## config.mk

```make
export PLATFORM = sky130hd
export DESIGN_NAME = ship_multishot
export DESIGN_NICKNAME = d
export VERILOG_FILES = /design/src/rtl/ship_multishot.sv
export SDC_FILE = /design/constraint.sdc
export NUM_CORES = 1
export LEC_CHECK = 0
export CORE_ASPECT_RATIO = 0.8
export CORE_UTILIZATION = 51
export CTS_BUF_LIST = sky130_fd_sc_hd__clkbuf_8
export DETAILED_ROUTE_END_ITERATION = 10
export PLACE_DENSITY = 0.8
export SYNTH_ARGS = -nofsm -noshare
export SYNTH_HDL_FRONTEND = slang
export SYNTH_SLANG_ARGS = --single-unit
```

## constraint.sdc

```tcl
create_clock -name i_clk -period 3.2 [get_ports i_clk]
set_input_delay 0.48 -clock i_clk [delete_from_list [all_inputs] [get_ports i_clk]]
set_output_delay 0.48 -clock i_clk [all_outputs]
set_load 0.05 [all_outputs]
```

## src/rtl/ship_multishot.sv

```systemverilog
// ============================================================================
// ship_multishot
//   Player ship with a pool of independent bullets, fire cooldown and
//   configurable speeds; advances one step per animation tick.
//   Revision 1.0 - initial release
// ============================================================================
`default_nettype none

module ship_multishot #(
   parameter int H_SIZE   = 80,
   parameter int B_SIZE   = 20,
   parameter int IX       = 320,
   parameter int IY       = 240,
   parameter int D_WIDTH  = 640,
   parameter int D_HEIGHT = 480,
   parameter int SPEED    = 2,
   parameter int B_SPEED  = 3,
   parameter int N_BUL    = 4,
   parameter int COOLDOWN = 8
) (
   input  logic                  i_clk,
   input  logic                  i_rst,
   input  logic                  i_ani_stb,
   input  logic                  i_animate,
   input  logic                  i_paused,
   input  logic [7:0]            i_sw,
   output logic [11:0]           o_x1,
   output logic [11:0]           o_x2,
   output logic [11:0]           o_y1,
   output logic [11:0]           o_y2,
   output logic [12*N_BUL-1:0]   o_bx1,
   output logic [12*N_BUL-1:0]   o_bx2,
   output logic [12*N_BUL-1:0]   o_by1,
   output logic [12*N_BUL-1:0]   o_by2,
   output logic [N_BUL-1:0]      o_active,
   output logic                  o_fire
);

   localparam int CW = $clog2(COOLDOWN + 1);
   localparam logic [12:0] C_X_LO = 13'(H_SIZE);
   localparam logic [12:0] C_X_HI = 13'(D_WIDTH - H_SIZE);
   localparam logic [12:0] C_Y_LO = 13'(H_SIZE);
   localparam logic [12:0] C_Y_HI = 13'(D_HEIGHT - H_SIZE);

   logic                tick;
   logic                spawn;
   logic [N_BUL-1:0]    free_slots;
   logic [N_BUL-1:0]    spawn_oh;

   logic [11:0]         x_q, x_d, y_q, y_d;
   logic [CW-1:0]       cd_q, cd_d;
   logic                fire_q, fire_d;
   logic [N_BUL-1:0]    active_q, active_d;
   logic [11:0]         bx_q [N_BUL];
   logic [11:0]         bx_d [N_BUL];
   logic [11:0]         by_q [N_BUL];
   logic [11:0]         by_d [N_BUL];

   // One axis step with saturation; 13-bit math keeps the low clamp free of underflow.
   function automatic logic [11:0] step_axis(input logic [11:0] p, input logic inc,
                                             input logic dec, input logic [12:0] lo,
                                             input logic [12:0] hi);
      logic [12:0] pe;
      pe = {1'b0, p};
      step_axis = p;
      if (inc && !dec)
         step_axis = (pe + 13'(SPEED) > hi) ? hi[11:0] : 12'(pe + 13'(SPEED));
      else if (dec && !inc)
         step_axis = (pe < lo + 13'(SPEED)) ? lo[11:0] : 12'(pe - 13'(SPEED));
   endfunction

   assign tick       = i_animate & i_ani_stb & ~i_paused;
   assign free_slots = ~active_q;
   assign spawn_oh   = free_slots & (~free_slots + N_BUL'(1));
   assign spawn      = tick & i_sw[4] & (cd_q == '0) & (|free_slots);

   always_comb begin
      x_d = x_q;
      y_d = y_q;
      if (tick) begin
         x_d = step_axis(x_q, i_sw[0], i_sw[7], C_X_LO, C_X_HI);
         y_d = step_axis(y_q, i_sw[1], i_sw[6], C_Y_LO, C_Y_HI);
      end
   end

   // Reloading COOLDOWN-1 spaces consecutive spawns exactly COOLDOWN ticks apart.
   always_comb begin
      cd_d   = cd_q;
      fire_d = spawn;
      if (tick) begin
         if (spawn)
            cd_d = CW'(COOLDOWN - 1);
         else if (cd_q != '0)
            cd_d = cd_q - CW'(1);
      end
   end

   always_comb begin
      active_d = active_q;
      for (int k = 0; k < N_BUL; k++) begin
         bx_d[k] = bx_q[k];
         by_d[k] = by_q[k];
         if (tick) begin
            if (spawn && spawn_oh[k]) begin
               active_d[k] = 1'b1;
               bx_d[k]     = x_q;
               by_d[k]     = y_q - 12'(H_SIZE);
            end else if (active_q[k]) begin
               if (by_q[k] <= 12'(B_SIZE + B_SPEED)) begin
                  active_d[k] = 1'b0;
                  bx_d[k]     = x_d;
                  by_d[k]     = y_d;
               end else begin
                  by_d[k] = by_q[k] - 12'(B_SPEED);
               end
            end else begin
               bx_d[k] = x_d;
               by_d[k] = y_d;
            end
         end
      end
   end

   always_ff @(posedge i_clk) begin
      if (i_rst) begin
         x_q      <= 12'(IX);
         y_q      <= 12'(IY);
         cd_q     <= '0;
         fire_q   <= 1'b0;
         active_q <= '0;
         for (int k = 0; k < N_BUL; k++) begin
            bx_q[k] <= 12'(IX);
            by_q[k] <= 12'(IY);
         end
      end else begin
         x_q      <= x_d;
         y_q      <= y_d;
         cd_q     <= cd_d;
         fire_q   <= fire_d;
         active_q <= active_d;
         for (int k = 0; k < N_BUL; k++) begin
            bx_q[k] <= bx_d[k];
            by_q[k] <= by_d[k];
         end
      end
   end

   assign o_x1     = x_q - 12'(H_SIZE);
   assign o_x2     = x_q + 12'(H_SIZE);
   assign o_y1     = y_q - 12'(H_SIZE);
   assign o_y2     = y_q + 12'(H_SIZE);
   assign o_active = active_q;
   assign o_fire   = fire_q;

   generate
      for (genvar k = 0; k < N_BUL; k++) begin : g_bul_out
         assign o_bx1[12*k +: 12] = bx_q[k] - 12'(B_SIZE);
         assign o_bx2[12*k +: 12] = bx_q[k] + 12'(B_SIZE);
         assign o_by1[12*k +: 12] = by_q[k] - 12'(B_SIZE);
         assign o_by2[12*k +: 12] = by_q[k] + 12'(B_SIZE);
      end
   endgenerate

endmodule

`default_nettype wire

```

-- After elaboration in Yosys (flattened, before gate mapping)
Memory sizes are Yosys's and may differ from the RTL's.
Index checks and enable logic that the tools add are counted.
- register bits after elaboration: 33
- RAM bits: 96
- input bits: 13
- output and inout bits: 245
- logic and storage cells: 146
- memories kept: 2
- memory list (name ; words ; width ; read ports ; clocked after Yosys merged registers in ; write ports ; line ; text):
    bx_q ; 4 ; 12 ; 4 ; 0 ; 4 ; 54 ; logic [11:0] bx_q [N_BUL];
    by_q ; 4 ; 12 ; 4 ; 0 ; 4 ; 56 ; logic [11:0] by_q [N_BUL];
- add/subtract/negate cells: 30
- order comparisons: 8
- mux-type cells: 67
- bitwise gates (word level): 17
- reduce and logical (&&, ||, !) cells: 17
- operators with widths (operator ; number):
    12-bit two-way mux ; 50
    12-bit by 5-bit adder with 12-bit output (second input constant) ; 8
    12-bit by 5-bit subtractor with 12-bit output (second input constant) ; 8
    12-bit by 2-bit subtractor with 12-bit output (second input constant) ; 6
    12-bit by 5-bit less-or-equal comparator with 1-bit output (second input constant) ; 4
    12-bit by 2-bit adder with 13-bit output (second input constant) ; 2
    12-bit by 7-bit adder with 12-bit output (second input constant) ; 2
    12-bit by 7-bit less-than comparator with 1-bit output (second input constant) ; 2
    12-bit by 7-bit subtractor with 12-bit output (second input constant) ; 2
    1-bit two-way mux ; 15
    13-bit by 10-bit > comparator with 1-bit output (second input constant) ; 1
    13-bit by 9-bit > comparator with 1-bit output (second input constant) ; 1
    1-bit logical AND ; 8
    4-bit two-way mux ; 2
    4-bit inverter ; 2
    1-bit OR ; 8
    1-bit bitwise AND ; 5
    4-bit by 1-bit adder with 4-bit output (second input constant) ; 1
    4-bit bitwise AND ; 1
    1-bit zero test ; 4
    4-bit zero test ; 1
    4-bit nonzero test ; 1
    4-bit OR reduction ; 1
    4-bit by 1-bit subtractor with 4-bit output (second input constant) ; 1
    3 further kinds ; 3

-- Depth between registers and ports, before layout
- depth after elaboration: 10
- gate-level depth with buffers: 13
- depth with buffers taken out: 11

-- Worst setup path after synthesis
Ideal clock, no wire load.
- path kind: reg2reg
- start: register x_q[4]
- end: memory bx_q[1][10]
- library setup time: 0.065 ns
- data arrival time: 2.771 ns
- data required time: 3.135 ns
- setup slack: 0.364 ns
- stages on the path, launching flop included: 13
- path buffers: 1
- period minus slack after synthesis: 2.836 ns
- cells stage by stage: dfxtp_1 > buf_2 > inv_1 > ha_1 > inv_1 > or3_4 > or4_4 > nor3_2 > xor2_1 > o21ai_2 > o211ai_1 > o21ai_1 > nor2_1
- RTL lines (what ; line ; text):
    start: declaration ; 50 ; logic [11:0] x_q, x_d, y_q, y_d;
    start signal: assignment ; 126 ; x_q <= 12'(IX);
    end: declaration ; 54 ;

==> results.md <==
* Result of the run: finished clean
* Drt total wl at 41.2 mm
* Horiz. Die Dim at 167 microns
* Worst EP arrival at 2590 ps
* Clock tree from TritonCTS: built
* Vias after detailed routing at 12.8k
* Depth of the worst register-to-register path at 11
* Worst slew pin tran at 922 ps
* Synthesized netlist cell count at 1548
* Kind of critical path: reg -> out
* Most common cell after layout, fill and taps aside: clkdlybuf4s50_1
* Worst IR Drop VDD at 239 uV
* WP data required at 2720 ps
* Pin count of the biggest net entering global routing at 58
* Netlist Area Pre-Place at 0.0111 sq mm
* Vertical die dimension at 134 microns
* Total number of nets in the final design at 1835
* DRC violation count after routing at 0
* Power per standard cell area at 325 mW/mm^2
* I/O pin cnt at 258
* Last weighted congestion value of the routability-driven placer at 0.997
* Number of stages on the worst hold path at 2
* Class of the tightest hold or removal check: reg -> reg
* Number of clock sinks at 129
* Antenna Diode Count at 0
* Critical path peak fanout at 7
* Hold buffer count at CTS at 0
* All-layer global routing usage at 0.354
* Setup skew after layout at 20.2 ps
* Remaining max-slew budget at the tightest pin at 0.383
* Post-synth EDFFs at 0
* Setup repair bufs after CTS at 0
* Seq cells post-synth at 129
* Synthesized area divided by synthesized cell count at 7.20 sq um
* Number of distinct standard cells referenced by the synthesized netlist at 80
* Static Leakage at 0.00601 uW
* HPWL Detailed at 30.9 mm
* Clock latency reported for the late side of the worst-skew pair at 470 ps
* Final core utilization at 0.701
* Launch point of the critical path: by_q[1][2]
* Via count of the first global-routing pass at 11.4k
* Initial core utilization at 0.530
* First-pass GRT wire length at 62.8 mm
* Proportion of layout cells with a drive suffix above 1 at 0.135
* Beginning of the worst register-to-register path: x_q[1]
* Launching element type of the critical path: flop
* Design Power at 4800 uW
* Number of nets produced by synthesis at 1597
* Final instance count without filler cells at 2068
* Number of buffers on the longest clock path at 2
* Number of antenna violations at the first check in global routing at 0
* Avg WL per Cell at 19.9 microns
* Placeable Area at 0.0211 sq mm
* # fillers at 1794
* CTS Buf Count at 17
* Sequential cell area fraction in the yosys report at 0.232
* Area of the die at 0.0225 sq mm
* Antenna-violating nets left at 0
* Clock transition at the register clock pins on the worst setup and hold paths after CTS at 100 ps
* Cell Rows at 47
* Dominant synthesized flop cell: dfxtp_1
* RSZ-0062 raised after global routing: true
* Number of search-and-repair iterations in the first detailed-routing pass at 6
* Leftover overflow at the end of global routing at 0
* Ratio of final minimum period to clock period at 0.959
* Asr flop ratio synth at 0
* Final Hold Fails at 0
* Clock Tree Root: clkbuf_8
* Endpoint type of the worst setup path: primary output
* Final period demand of the worst path at 3070 ps
* Post-detailed-route via-to-cell ratio at 6.17
* Count of final max-slew check failures at 0
* Iteration-0 DRC count of the detailed router at 1613
* Commonest non-fill, non-tap cells in the layout: 209 x clkdlybuf4s50_1, 164 x buf_4, 156 x nor2_1
* IO buf count at 254
* Count of yosys warnings during synthesis at 0
* Total instance count after detailed placement at 2036
* FMAX at 326 MHz
* Final setup vio count at 0
* Max-capacitance violation count at 0
* Worst min-delay path startpoint: cd_q[1]
* Area growth from synthesis to layout at 32.4%
* Htree depth at 4
[state kept, by name, indices dropped and copies added, names as in the netlist]
name / flops
bx_q: 48
by_q: 48
cd_q: 4
o_active: 4
o_fire: 1
x_q: 12
y_q: 12
[per-stage QoR]
| stage | hold slack, ps | TNS, ps | area, sq um | setup WS, ps |
|---|---|---|---|---|
| 2_1_floorplan | 474 | 0 | 11100 | 364 |
| 3_3_place_gp | 495 | 0 | 14200 | 121 |
| 4_1_cts | 520 | 0 | 14600 | 8.94 |
| 3_5_place_dp | 506 | 0 | 14200 | 61.0 |
| 6_report | 525 | 0 | 14800 | 132 |
| 5_1_grt | 538 | -8.88 | 14800 | -8.88 |
[kinds of logic after synthesis]
| logic type | count (synthesis) | synth area share |
|---|---|---|
| AOI/OAI and AO/OA | 431 | 0.248 |
| xor gates and xnor gates | 194 | 0.152 |
| adders and majority gates | 36 | 0.0404 |
| buffers and inverters | 241 | 0.104 |
| DFF | 129 | 0.232 |
| muxes | 1 | 0.000898 |
| and+or+nand+nor | 516 | 0.223 |
[cells in the mapped netlist, drive strengths merged, types with 20 or more instances]
| master | instances | area, sq um |
|---|---|---|
| nand3 | 20 | 105 |
| dfxtp | 129 | 2580 |
| xnor2 | 115 | 1010 |
| a31oi | 21 | 144 |
| ha | 36 | 450 |
| o22ai | 26 | 163 |
| inv | 55 | 206 |
| o21ai | 110 | 554 |
| nor3 | 61 | 320 |
| clkbuf | 92 | 345 |
| nor2 | 159 | 602 |
| nor4 | 28 | 181 |
| a21oi | 119 | 607 |
| nor2b | 20 | 125 |
| a211oi | 34 | 260 |
| xor2 | 79 | 692 |
| nand2 | 143 | 537 |
| buf | 94 | 609 |
[area by class of cell]
cell class | count | area [sq um] | area share
Clock buffer | 17 | 234 | 0.0159
Sequential cell | 129 | 2590 | 0.175
Clock inverter | 15 | 168 | 0.0114
Inverter | 55 | 206 | 0.0140
Timing Repair Buffer | 405 | 3750 | 0.254
Tap cell | 269 | 337 | 0.0228
Multi-Input combinational cell | 1178 | 7480 | 0.507
[what timing repair did]
| item | in CTS | in global routing |
|---|---|---|
| pin swaps | 0 | 2 |
| resized for setup | 1 | 40 |
| endpoints found under the setup margin | 1 | 58 |
[metal layers]
metal / routed length, microns / track usage
met1: 17800 / 0.506
met2: 16900 / 0.506
met3: 5220 / 0.0944
met4: 1200 / 0.123
met5: 0 / 0
[worst max-delay path: stages (launching register included)]
cell and delay, ps:
dfxtp_1 410, ha_1 270, o21ai_0 340, nor2_1 90
xor2_1 170, clkdlybuf4s50_1 830
[final timing paths]
check,to,slack [ps]
min,cd_q[1],530
max reg2reg,bx_q[3][6],140
min reg2reg,cd_q[1],530
max,o_by2[22],130
[report_power, final]
| group | internal, uW | switching [uW] |
|---|---|---|
| Sequential | 1650 | 102 |
| Clock | 655 | 821 |
| Combinational | 534 | 1030 |
| Total | 2840 | 1960 |
No activity file was read; power rests on OpenSTA's default activity.
